--- src/rtl/gDefine.sv ---
// gDefine: shared datapath types for the vector core, including the writeback entry.
// Contents:
//   LANES / WORD_W       vector geometry (Vector_t = LANES x WORD_W bits)
//   VREG_W / GREG_W      register index widths
//   RID_W                reservation/warp ID width
//   WbEntry_t            packed {vreg, rid, data}; the unit the writeback arbiter moves
package gDefine;
    localparam int LANES  = 4;
    localparam int WORD_W = 32;
    localparam int VEC_W  = LANES * WORD_W;
    localparam int VREG_W = 5;
    localparam int GREG_W = 5;
    localparam int RID_W  = 4;
    typedef logic [VEC_W-1:0]  Vector_t;
    typedef logic [VREG_W-1:0] VRegIdx_t;
    typedef logic [GREG_W-1:0] GRegIdx_t;
    typedef logic [RID_W-1:0]  RsvID_t;
    typedef struct packed {
        VRegIdx_t vreg;
        RsvID_t   rid;
        Vector_t  data;
    } WbEntry_t;
    localparam int WB_ENTRY_W = $bits(WbEntry_t);
endpackage

--- src/rtl/sync_fifo.sv ---
// sync_fifo: generic in-order FIFO with occupancy count and guarded push/pop.
// Ports:
//   clk, rst             clock, asynchronous active-high reset (pointers/count only)
//   i_push, i_data       write request and data; ignored while full
//   o_full               count == DEPTH
//   i_pop                read request; ignored while empty
//   o_data               entry at the read pointer (combinational from storage)
//   o_empty              count == 0
//   o_count              entries held
module sync_fifo #(
    parameter  int WIDTH = 8,
    parameter  int DEPTH = 4,
    localparam int CNT_W = $clog2(DEPTH + 1),
    localparam int PTR_W = $clog2(DEPTH)
) (
    input  logic             clk,
    input  logic             rst,
    input  logic             i_push,
    input  logic [WIDTH-1:0] i_data,
    output logic             o_full,
    input  logic             i_pop,
    output logic [WIDTH-1:0] o_data,
    output logic             o_empty,
    output logic [CNT_W-1:0] o_count
);
    logic [WIDTH-1:0] r_mem [DEPTH];
    logic [PTR_W-1:0] r_wr_ptr;
    logic [PTR_W-1:0] r_rd_ptr;
    logic [CNT_W-1:0] r_count;
    logic             w_do_push;
    logic             w_do_pop;

    assign o_full    = r_count == CNT_W'(DEPTH);
    assign o_empty   = r_count == '0;
    // Full refuses a push even when a pop frees a slot in the same cycle,
    // so the ready signal never depends on the consumer.
    assign w_do_push = i_push & ~o_full;
    assign w_do_pop  = i_pop & ~o_empty;
    assign o_data    = r_mem[r_rd_ptr];
    assign o_count   = r_count;

    always_ff @(posedge clk)
        if (w_do_push) r_mem[r_wr_ptr] <= i_data;

    // DEPTH is a power of two, so pointers wrap by plain overflow.
    always_ff @(posedge clk or posedge rst)
        if (rst) begin
            r_wr_ptr <= '0;
            r_rd_ptr <= '0;
            r_count  <= '0;
        end else begin
            if (w_do_push) r_wr_ptr <= r_wr_ptr + 1'b1;
            if (w_do_pop) r_rd_ptr <= r_rd_ptr + 1'b1;
            r_count <= r_count + CNT_W'(w_do_push) - CNT_W'(w_do_pop);
        end
endmodule

--- src/rtl/wb_req_queue.sv ---
// wb_req_queue: per-channel writeback request queue feeding the register-file write arbiter.
// Ports:
//   clk, rst                         clock, asynchronous active-high reset
//   inValid/inVRegIdx/inData/inRID   result from the execution unit
//   inReady                          queue not full; push = inValid & inReady
//   wbReq                            head entry valid (arbiter request bit)
//   wbVRegIdx/wbData/wbRID           head entry payload
//   wbStall                          arbiter stall for this channel; head retires when low
//   occupancy                        entries held
//   stallCycles                      saturating count of cycles with wbReq & wbStall
module wb_req_queue
    import gDefine::*;
#(
    parameter  int DEPTH = 4,
    localparam int CNT_W = $clog2(DEPTH + 1)
) (
    input  logic              clk,
    input  logic              rst,
    input  logic              inValid,
    input  logic [VREG_W-1:0] inVRegIdx,
    input  logic [VEC_W-1:0]  inData,
    input  logic [RID_W-1:0]  inRID,
    output logic              inReady,
    output logic              wbReq,
    output logic [VREG_W-1:0] wbVRegIdx,
    output logic [VEC_W-1:0]  wbData,
    output logic [RID_W-1:0]  wbRID,
    input  logic              wbStall,
    output logic [CNT_W-1:0]  occupancy,
    output logic [15:0]       stallCycles
);
    WbEntry_t    w_in_entry;
    WbEntry_t    w_head;
    logic        w_full;
    logic        w_empty;
    logic [15:0] r_stall_cnt;

    assign w_in_entry = '{vreg: inVRegIdx, rid: inRID, data: inData};

    // wbReq and inReady come straight from the registered count, so neither
    // has a combinational path from wbStall or inValid.
    sync_fifo #(
        .WIDTH (WB_ENTRY_W),
        .DEPTH (DEPTH)
    ) u_fifo (
        .clk     (clk),
        .rst     (rst),
        .i_push  (inValid),
        .i_data  (w_in_entry),
        .o_full  (w_full),
        .i_pop   (~wbStall),
        .o_data  (w_head),
        .o_empty (w_empty),
        .o_count (occupancy)
    );

    assign inReady     = ~w_full;
    assign wbReq       = ~w_empty;
    assign wbVRegIdx   = w_head.vreg;
    assign wbRID       = w_head.rid;
    assign wbData      = w_head.data;
    assign stallCycles = r_stall_cnt;

    always_ff @(posedge clk or posedge rst)
        if (rst) r_stall_cnt <= '0;
        else if (~w_empty && wbStall && r_stall_cnt != 16'hFFFF) r_stall_cnt <= r_stall_cnt + 16'd1;
endmodule

--- config.mk ---
export PLATFORM = sky130hd
export DESIGN_NAME = wb_req_queue
export DESIGN_NICKNAME = d
export VERILOG_FILES = /design/src/rtl/gDefine.sv /design/src/rtl/sync_fifo.sv /design/src/rtl/wb_req_queue.sv
export SDC_FILE = /design/constraint.sdc
export NUM_CORES = 1
export LEC_CHECK = 0
export ABC_CLOCK_PERIOD_IN_PS = 12300
export CORE_UTILIZATION = 27
export DETAILED_ROUTE_END_ITERATION = 8
export GPL_TIMING_DRIVEN = 1
export HOLD_SLACK_MARGIN = 0.06
export PLACE_DENSITY = 0.42
export SETUP_SLACK_MARGIN = 0.5
export SLEW_MARGIN = 10
export SYNTH_ARGS = -nofsm -noshare
export SYNTH_HDL_FRONTEND = slang
export SYNTH_HIERARCHICAL = 1
export SYNTH_SLANG_ARGS = --single-unit
--- constraint.sdc ---
create_clock -name clk -period 12.3 [get_ports clk]
set_input_delay 2.46 -clock clk [delete_from_list [all_inputs] [get_ports clk]]
set_output_delay 2.46 -clock clk [all_outputs]
set_load 0.03 [all_outputs]
### Word-level counts from Yosys, hierarchy flattened

Memory sizes are Yosys's and may differ from the RTL's.
Index checks and enable logic that the tools add are counted.

* add/subtract/negate cells: 5
* equality and inequality tests: 2
* multiplexer cells: 2
* bitwise operators: 5
* reduce and logical (&&, ||, !) cells: 3

Operators with widths (number)
* adder 16 x 1 -> 16 bit, second input constant: 1
* != test 16 bit, second input constant: 1
* adder 2 x 1 -> 2 bit, second input constant: 2
* adder 3 x 1 -> 3 bit: 1
* == test 3 bit, second input constant: 1
* logical NOT 3 bit: 1
* NOT 1 bit: 3
* subtractor 3 x 1 -> 3 bit: 1
* AND 1 bit: 2
* logical AND 1 bit: 2
* two-way mux 1 bit: 2

* register bits after elaboration: 23
* RAM bits: 548
* bits of input ports: 141
* output and inout bits: 158
* memories: 1

Memories
* u_fifo.r_mem: depth 4, bits a word 137, rd ports 1, clocked after Yosys merged registers in 0, wr ports 1, line sync_fifo.sv:26 `logic [WIDTH-1:0] r_mem [DEPTH];`

### Logic depth before layout (Yosys ltp)

Gate-level depths: netlist (run 1).

* depth in word-level cells: 5
* depth in mapped cells: 9
* depth with buffers taken out: 9

### Cells and area by module

Netlist (run 1), hierarchy kept.

Modules (own cells, without submodules)
* sync_fifo: times used 1, cells each 758, area an instance 20241.9 µm², sequential area each 16631.0 µm²
* wb_req_queue: times used 1, cells each 76, area an instance 828.3 µm², sequential area each 400.4 µm²

### Least setup slack after synthesis (run 1)

Ideal clock, no wire load.

* kind: input -> register
* start point: input inValid
* end point: memory u_fifo/r_mem[0][0] (netlist bit), enable pin
* library setup time: 0.514 ns
* arrival time: 5.666 ns
* data required time: 11.786 ns
* setup slack: 6.120 ns
* stages: 1
* buffers on the path: 0
* cells stage by stage: and3b_1

* word-level cells in the longest chain between the ends: 3

RTL lines
* start: declaration: line wb_req_queue.sv:19 `input logic inValid,`
* AND 1 bit: line sync_fifo.sv:37 `assign w_do_push = i_push & ~o_full;`
* two-way mux 1 bit: line sync_fifo.sv:43 `if (w_do_push) r_mem[r_wr_ptr] <= i_data;`
* two-way mux 1 bit (implied by the code): line sync_fifo.sv:43
* end: declaration: line sync_fifo.sv:26

Every way passes these cells.

### Worst setup path in the final report (run 1)

* start point: register u_fifo.r_rd_ptr[0]
* end point: output wbData[11]

* word-level cells in the longest chain between the ends: 1

RTL lines
* start: declaration: line sync_fifo.sv:28 `logic [PTR_W-1:0] r_rd_ptr;`
* start signal: assignment: line sync_fifo.sv:53 `if (w_do_pop) r_rd_ptr <= r_rd_ptr + 1'b1;`
* memory read (4 x 137 bit)
* end: declaration: line wb_req_queue.sv:26 `output logic [VEC_W-1:0] wbData,`

Every way passes these cells.

==> impl_metrics.py, run 1 <==
metrics = {
    "sta": {
        "setup_violations": 0,
        "rsz0062_at_grt": "false",
        "worstMarginPinSlew_ps": 984,
        "period_needed_ps": 5800,
        "slew-limit-headroom_pct": 34.4,
        "finalHoldViolCount": 0,
        "finClkSkew_ps": 17.0,
        "fin_setup_tns_ps": 0,
        "max_freq_mhz": 173,
        "drv_slew": 0,
        "fin_ws_ps": 6500,
        "fin_crit_sh_pct": 47.1,
    },
    "clock_network": {
        "cts_resized": 0,
        "clock_latency_ps": 590,
        "htreeDepth": 3,
        "cts_tree": "built",
        "clkTransAtPathRegs_ps": 60,
        "hold_buffers": 0,
        "post-cts-setup-buffer-count": 0,
        "clock-sinks": 571,
        "cts_buffer_depth": 3,
        "cts-buffers-inserted": 67,
        "root_buffer": "clkbuf_16",
    },
    "power": {
        "total_power_mw": 7.14,
        "p_leak_nw": 8.69,
        "powerDensity_mw_per_mm2": 262,
        "max-vdd-ir-drop_mv": 0.204,
    },
    "worst_setup_path": {
        "r2r_setup_slack_ps": 9230,
        "cp.arrival_ps": 3340,
        "cp_slowest_cell": "dfrtp_4",
        "cp-end-kind": "output pin",
        "slowest_delay_ps": 750,
        "worstPathMaxFanout": 36,
        "crit_type": "reg2out",
        "path_cells": "buf_4 -> mux4_2 -> clkdlybuf4s50_1",
        "cp.required_ps": 9840,
        "start_kind": "flip-flop",
    },
    "synthesis": {
        "synth_edf_count": 548,
        "synth_top_area_share_pct": 78.1,
        "ys_warn_count": 6,
        "synth_commonest_cells": "548 x edfxtp_1, 137 x mux4_2, 23 x dfrtp_1",
        "synth_cells": 834,
        "syn_area_per_cell_um2": 25.3,
        "synth_area_mm2": 0.0211,
        "yosysSeqAreaShare_pct": 80.8,
        "synthFlopType": "edfxtp_1",
        "yosys.area.top_type": "edfxtp_1",
        "synth_cell_types": 37,
        "ys_top_cells_by_area": "edfxtp_1 78%, mux4_2 15%, dfrtp_1 2.7%",
        "synth.most_common_cell": "edfxtp_1",
        "synth_async_sr_flop_share_pct": 4.03,
        "ys_seq_elements": 571,
        "synth_nets": 983,
    },
    "cells_and_area": {
        "area_delta_synth_final_pct": 29.5,
        "fillCellCount": 7260,
        "nNetsFinal": 1331,
        "drive_gt1_share_pct": 20.5,
    },
    "route": {
        "viasPerCell": 4.27,
        "drc": 0,
        "vias": 9671,
        "wirelength_um": 48100,
        "routedWlPerCell_um": 21.2,
        "drt_pass1_iterations": 4,
        "drt_iter0_markers": 464,
        "drt.antenna.violating_nets": 0,
    },
    "floorplanning": {
        "core-area_mm2": 0.0773,
        "rows": 102,
        "start_util_pct": 27.2,
        "dieArea_mm2": 0.0792,
        "ioPinCount": 299,
        "fp.dieH_um": 281,
        "die_x_um": 281,
    },
    "global_routing": {
        "gr-total-overflow": 0,
        "grt_pass1_wl_um": 70800,
        "antenna_found_initial": 5,
        "grt_pass1_vias": 10600,
        "grt_max_degree": 83,
        "grt_usage_pct": 12.2,
    },
    "placed_design": {
        "portBuffers": 298,
        "routabilityCongestion": 0.718,
        "dp_hpwl_um": 28200,
        "pre_cts_ws_ps": 6870,
    },
    "flow_run": {
        "drv_cap": 0,
    },
    "min_path": {
        "hold_class": "reg2reg",
    },
    "run_status": {
        "status": "completed",
    },
}
-- worst max-delay path: cells and delay by family, from the launching register on --
kind | cells | cell delay [ps]
buffers and inverters | 2 | 1390
DFF | 1 | 750
muxes | 1 | 580
-- metal layers --
layer | track usage [%] | up-vias | routed length (µm)
li1 | - | 4271 | -
met1 | 15.8 | 5068 | 20500
met2 | 19.4 | 255 | 22900
met3 | 4.08 | 69 | 3820
met4 | 3.78 | 8 | 845
met5 | 0 | - | 50
-- final cells by class --
type	instances	area, µm²	share of cell area, %
sequential	571	17000	62.5
multi-input combinational	221	3780	13.8
timing repair buffer	310	3090	11.3
clock buffer	82	1780	6.51
tap	1040	1300	4.77
clock inverter	28	258	0.945
inverter	11	41.3	0.151
antenna	2	5.00	0.0183
-- state kept, by name, summed over array words and instances, names as in the netlist --
signal,count
u_fifo/r_wr_ptr,2
u_fifo/r_mem,548
u_fifo/r_rd_ptr,2
u_fifo/o_count,3
stallCycles,16
-- power breakdown --
part	total (mW)	internal [mW]	switching, mW
Clock	1.85	1.09	0.759
Combinational	2.57	1.09	1.48
Sequential	2.72	2.56	0.158
-- stage by stage --
step	instance area, µm²	hold WS [ps]	std cells	util [%]
after floorplan	21100	543	834	-
after global placement	25200	532	2153	32.6
after detailed placement	25200	524	2153	32.6
after CTS	27300	538	2263	35.3
after global routing	27300	568	2263	35.3
final	27300	539	2265	35.3
-- cell families (layout without fill, tap and decap cells) --
family | Yosys count | in the layout | share of synthesized area (%)
compound gates | 8 | 8 | 0.380
xor+xnor | 18 | 18 | 0.748
fa+ha+maj | 8 | 8 | 0.511
buf+inv | 42 | 431 | 1.31
flops | 571 | 571 | 80.8
mux | 137 | 137 | 14.6
other cells | 0 | 2 | 0
simple gates | 50 | 50 | 1.58
-- cell usage in the layout, fill, tap and decap left out, types with 3 or more instances in the layout --
cell / instances
edfxtp_1: 548
clkdlybuf4s50_1: 298
mux4_2: 137
clkbuf_16: 69
dfrtp_1: 21
clkbuf_1: 13
inv_1: 11
buf_4: 11
nand2_1: 10
xnor2_1: 10
clkinv_2: 10
xor2_1: 8
clkinv_1: 8
ha_1: 7
nand4_1: 6
nor3_1: 6
nand2b_1: 5
and3b_4: 4
nor4_1: 3
bufinv_16: 3
-- path summary, 6_finish.rpt --
kind / end / from / cells past startpoint
max: wbData[11] / u_fifo/r_rd_ptr[0] / 3
min: stallCycles[15] / stallCycles[15] / 1
max reg2reg: u_fifo/r_mem[1][133] / u_fifo/o_count[2] / 3
min reg2reg: stallCycles[15] / stallCycles[15] / 1
max in group asynchronous: stallCycles[4] / rst / 2
min in group asynchronous: u_fifo/o_count[1] / rst / 2
No activity file was read; power rests on OpenSTA's default activity.
==> run 2: changes to the inputs <==
--- a/config.mk
+++ b/config.mk
@@ -5,7 +5,7 @@
 export SDC_FILE = /design/constraint.sdc
 export NUM_CORES = 1
 export LEC_CHECK = 0
-export ABC_CLOCK_PERIOD_IN_PS = 12300
+export ABC_CLOCK_PERIOD_IN_PS = 6050
 export CORE_UTILIZATION = 27
 export DETAILED_ROUTE_END_ITERATION = 8
 export GPL_TIMING_DRIVEN = 1
==> constraint.sdc (replaced) <==
create_clock -name clk -period 6.05 [get_ports clk]
set_input_delay 1.21 -clock clk [delete_from_list [all_inputs] [get_ports clk]]
set_output_delay 1.21 -clock clk [all_outputs]
set_load 0.03 [all_outputs]
==> run 2 against run 1 <==
Worst setup slack lost 5000 ps. Worst hold slack lost 25 ps. First-iteration DRC count grew 1.1%. Register-to-register slack lost 5800 ps. Clock skew shrank 0.65 ps. Combinational power grew 100%. Clock power grew 110%. Largest power group unchanged. Highest routed layer unchanged. Global-route usage is essentially flat. Core utilization grew 0.33 points. Sequential power grew 100%. Die area is the same. Via count grew 1.3%.
==> impl_metrics.py, run 2 (synthesis gave the netlist of run 1 again) <==
metrics = {
    "cells_and_area": {
        "nNetsFinal": 1337,
        "top_register": "u_fifo/r_mem",
        "largest_reg_flops": 548,
        "drive_gt1_share_pct": 20.8,
        "fin_cells": 2284,
        "design_area_mm2": 0.0275,
        "mostFrequentLayoutCells": "548 x edfxtp_1, 298 x clkdlybuf4s50_1, 137 x mux4_2",
        "postLayoutCoreUtil_pct": 35.6,
        "area_delta_synth_final_pct": 30.7,
        "layout_commonest_cell": "edfxtp_1",
    },
    "worst_setup_path": {
        "crit_end": "wbData[72]",
        "r2r_setup_slack_ps": 3440,
        "path_cells": "buf_4 -> mux4_2 -> clkdlybuf4s50_1",
        "crit_type": "reg2out",
        "cp_slowest_cell": "dfrtp_4",
        "ff2ff_path_depth": 3,
        "slowest_delay_ps": 1100,
        "cp.required_ps": 4840,
        "cp.arrival_ps": 3300,
        "start_kind": "flip-flop",
        "startpoint": "u_fifo/r_rd_ptr[0]",
        "r2r-start": "u_fifo/o_count[2]",
        "cp-end-kind": "output pin",
        "worstPathMaxFanout": 44,
        "path_delay_family": "flip-flops",
        "path_depth": 3,
        "r2r_end": "u_fifo/r_mem[0][133]",
        "worst-path-buf-inv": 2,
    },
    "power": {
        "p_leak_nw": 8.80,
        "powerDensity_mw_per_mm2": 536,
        "max-vdd-ir-drop_mv": 0.261,
    },
    "run_status": {
        "status": "completed",
    },
    "clock_network": {
        "clock-sinks": 571,
        "htreeDepth": 3,
        "post-cts-setup-buffer-count": 0,
        "cts_tree": "built",
        "clkTransAtPathRegs_ps": 60,
        "clock_latency_ps": 590,
        "hold_buffers": 0,
        "cts-buffers-inserted": 68,
        "root_buffer": "clkbuf_16",
        "cts_buffer_depth": 3,
        "cts_resized": 0,
    },
    "sta": {
        "finalHoldViolCount": 0,
        "finClkSkew_ps": 16.4,
        "period_needed_ps": 4510,
        "rsz0062_at_grt": "false",
        "max_freq_mhz": 222,
        "fin_crit_sh_pct": 74.5,
        "slew-limit-headroom_pct": 30.9,
        "fin_setup_tns_ps": 0,
        "worstMarginPinSlew_ps": 1040,
        "drv_slew": 0,
        "setup_violations": 0,
    },
    "flow_run": {
        "drv_cap": 0,
    },
    "route": {
        "drt_pass1_iterations": 6,
        "drt.antenna.violating_nets": 0,
        "drc": 0,
        "viasPerCell": 4.29,
        "wirelength_um": 48500,
        "vias": 9793,
        "drt_iter0_markers": 469,
        "routedWlPerCell_um": 21.2,
    },
    "min_path": {
        "hold_class": "reg2reg",
    },
    "floorplanning": {
        "die_x_um": 281,
        "start_util_pct": 27.2,
        "fp.dieH_um": 281,
        "core-area_mm2": 0.0773,
        "ioPinCount": 299,
        "rows": 102,
        "dieArea_mm2": 0.0792,
    },
    "global_routing": {
        "gr-total-overflow": 0,
        "grt_pass1_vias": 10500,
        "grt_usage_pct": 12.2,
        "antenna_found_initial": 7,
        "grt_max_degree": 89,
        "grt_pass1_wl_um": 70700,
    },
    "placed_design": {
        "routabilityCongestion": 0.768,
        "dp_hpwl_um": 28500,
        "portBuffers": 298,
        "placed_cells": 2158,
        "placed_cell_area_mm2": 0.0254,
    },
}
run 2: through the flow:
step | hold slack (ps) | setup slack [ps] | total power [mW]
after floorplan | 543 | 1120 | 8.91
after global placement | 510 | 2010 | 11.1
after detailed placement | 504 | 2020 | 11.1
after CTS | 516 | 1380 | 15.1
after global routing | 545 | 1280 | 15.5
final | 514 | 1540 | 14.8
run 2: worst min path at each step:
stage                            start                 end  slack, ps  cells past startpoint
floorplan           u_fifo/r_wr_ptr[1]  u_fifo/r_wr_ptr[1]        540                      2
global placement       stallCycles[15]     stallCycles[15]        510                      1
detailed placement     stallCycles[15]     stallCycles[15]        500                      1
CTS                    stallCycles[15]     stallCycles[15]        520                      1
global route           stallCycles[15]     stallCycles[15]        550                      1
finish                 stallCycles[15]     stallCycles[15]        510                      1
run 2: area by class of cell:
cell class,count,area [µm²]
Multi-Input combinational cell,221,3780
Sequential cell,571,17000
Antenna cell,4,10.0
Timing Repair Buffer,315,3210
Clock buffer,91,1850
Inverter,11,41.3
Tap cell,1040,1300
Clock inverter,31,305
Fill cell,7215,49800
run 2: worst register-to-register path: stages, from the launching register on:
cell and delay (ps):
dfrtp_1 510, nor3b_2 280, and3b_4 830, buf_4 620
run 2: routing by layer:
metal / track usage, % / up-vias / routed length [µm]
met5: 0 / - / 79
met4: 4.07 / 12 / 996
met3: 4.28 / 74 / 3850
met2: 19.6 / 275 / 23200
met1: 15.4 / 5135 / 20300
li1: - / 4297 / -
run 2: power breakdown:
part | switching (mW) | internal, mW | leakage, nW
registers | 0.364 | 5.20 | 5.30
logic | 2.98 | 2.29 | 2.44
clock network | 1.57 | 2.37 | 1.05
total | 4.92 | 9.85 | 8.80
==> run 3: changes to the inputs <==
--- a/config.mk
+++ b/config.mk
@@ -5,7 +5,7 @@
 export SDC_FILE = /design/constraint.sdc
 export NUM_CORES = 1
 export LEC_CHECK = 0
-export ABC_CLOCK_PERIOD_IN_PS = 6050
+export ABC_CLOCK_PERIOD_IN_PS = 4520
 export CORE_UTILIZATION = 27
 export DETAILED_ROUTE_END_ITERATION = 8
 export GPL_TIMING_DRIVEN = 1
==> constraint.sdc (replaced) <==
create_clock -name clk -period 4.52 [get_ports clk]
set_input_delay 0.904 -clock clk [delete_from_list [all_inputs] [get_ports clk]]
set_output_delay 0.904 -clock clk [all_outputs]
set_load 0.03 [all_outputs]
==> run 3 against run 2 <==
Sequential power up 32%. Largest cell class unchanged. Via count barely moved. Critical endpoint is now wbData[65]. Die area did not move. Non-clock buffer count rose by 2. Critical path type unchanged. Worst hold slack lost 0.79 ps. Combinational power increased by 37%.
==> impl_metrics.py, run 3 (synthesis gave the netlist of run 1 again) <==
metrics = {
    "run_status": {
        "status": "completed",
    },
    "route": {
        "drt_pass1_iterations": 7,
        "wirelength_um": 48300,
        "routedWlPerCell_um": 21.2,
        "vias": 9798,
        "drt.antenna.violating_nets": 0,
        "drt_iter0_markers": 397,
        "drc": 0,
        "viasPerCell": 4.29,
    },
    "global_routing": {
        "grt_usage_pct": 12.3,
        "grt_pass1_vias": 10600,
        "gr-total-overflow": 0,
        "met3_usage_pct": 3.93,
        "top_usage_layer": "met2",
        "antenna_found_initial": 8,
        "grt_max_degree": 102,
        "grt_pass1_wl_um": 71200,
        "grtUsageMet1_pct": 15.8,
        "use_met2_pct": 19.6,
    },
    "placed_design": {
        "placed_cell_area_mm2": 0.0255,
        "routabilityCongestion": 0.701,
        "dp_hpwl_um": 28600,
        "portBuffers": 298,
    },
    "flow_run": {
        "drv_cap": 0,
    },
    "sta": {
        "setup_violations": 0,
        "max_freq_mhz": 266,
        "worstMarginPinSlew_ps": 970,
        "fin_crit_sh_pct": 83.3,
        "whs_ps": 513,
        "finClkSkew_ps": 15.1,
        "finalHoldViolCount": 0,
        "period_needed_ps": 3770,
        "slew-limit-headroom_pct": 35.4,
        "drv_slew": 0,
        "rsz0062_at_grt": "false",
        "fin_setup_tns_ps": 0,
    },
    "floorplanning": {
        "rows": 102,
        "start_util_pct": 27.2,
        "die_x_um": 281,
        "ioPinCount": 299,
        "fp.dieH_um": 281,
        "core-area_mm2": 0.0773,
        "dieArea_mm2": 0.0792,
    },
    "worst_setup_path": {
        "cp.arrival_ps": 2860,
        "cp.required_ps": 3620,
        "path_delay_family": "buffers and inverters",
        "path_cells": "buf_4 -> mux4_2 -> clkdlybuf4s50_1",
        "worst-path-buf-inv": 2,
        "slowest_delay_ps": 760,
        "crit_type": "reg2out",
        "cp_slowest_cell": "dfrtp_4",
        "start_kind": "flip-flop",
        "cp-end-kind": "output pin",
        "worstPathMaxFanout": 25,
    },
    "cells_and_area": {
        "layout_commonest_cell": "edfxtp_1",
        "mostFrequentLayoutCells": "548 x edfxtp_1, 298 x clkdlybuf4s50_1, 137 x mux4_2",
        "fillCellCount": 7234,
        "drive_gt1_share_pct": 20.7,
        "largest_reg_flops": 548,
        "ff_latch_area_mm2": 0.0170,
        "multi_input_area_mm2": 0.00378,
        "nNetsFinal": 1338,
        "design_area_mm2": 0.0275,
        "area_delta_synth_final_pct": 30.6,
        "top_register": "u_fifo/r_mem",
    },
    "clock_network": {
        "clock-sinks": 571,
        "cts_tree": "built",
        "post-cts-setup-buffer-count": 0,
        "htreeDepth": 3,
        "clock_latency_ps": 600,
        "cts-buffers-inserted": 67,
        "cts_resized": 0,
        "cts_buffer_depth": 3,
        "clkTransAtPathRegs_ps": 60,
        "hold_buffers": 0,
        "root_buffer": "clkbuf_16",
    },
    "power": {
        "powerDensity_mw_per_mm2": 713,
        "p_leak_nw": 8.77,
        "max-vdd-ir-drop_mv": 0.422,
    },
    "min_path": {
        "hold_class": "reg2reg",
    },
}
-- run 3: path summary, 6_finish.rpt --
path                                     from                end  slack, ps  cells past startpoint
max                        u_fifo/r_rd_ptr[1]         wbData[65]        750                      3
min                           stallCycles[15]    stallCycles[15]        510                      1
max reg2reg                 u_fifo/o_count[2]  u_fifo/o_count[2]       2150                      8
min reg2reg                   stallCycles[15]    stallCycles[15]        510                      1
max in group asynchronous                 rst    stallCycles[10]       3310                      2
min in group asynchronous                 rst  u_fifo/o_count[0]        660                      2
-- run 3: area by class of cell --
| type | count | area share (%) |
|---|---|---|
| Sequential cell | 571 | 61.9 |
| Clock buffer | 89 | 6.47 |
| Antenna cell | 1 | 0.00909 |
| Timing Repair Buffer | 317 | 12.1 |
| Tap cell | 1040 | 4.73 |
| Inverter | 11 | 0.150 |
| Multi-Input combinational cell | 221 | 13.7 |
| Clock inverter | 32 | 0.896 |
-- run 3: worst reg2reg max path: cells and delay by family, from the launching register on --
kind	cells	cell delay (ps)
xor gates and xnor gates	2	270
adders and majority gates	3	680
buffers and inverters	1	40
DFF	1	560
and+or+nand+nor	2	690
-- run 3: where the power goes --
group | switching, mW | total, mW | leakage (nW) | internal, mW
clock network | 2.12 | 5.02 | 0.987 | 2.90
registers | 0.399 | 7.36 | 5.30 | 6.96
logic | 4.10 | 7.23 | 2.49 | 3.13
-- run 3: per-stage QoR --
stage | utilization (%) | setup slack [ps] | std cells | power (mW)
3_3_place_gp | 33.0 | 1290 | 2160 | 14.9
3_5_place_dp | 33.0 | 1280 | 2160 | 14.9
5_1_grt | 35.6 | 577 | 2281 | 20.6
6_report | 35.6 | 754 | 2282 | 19.6
2_1_floorplan | - | 1450 | 834 | 11.8
4_1_cts | 35.6 | 622 | 2281 | 20.1
-- run 3: metal layers --
layer | wire [µm] | up-vias
li1 | - | 4293
met1 | 20800 | 5160
met2 | 23100 | 242
met3 | 3300 | 87
met4 | 1040 | 16
met5 | 99 | -
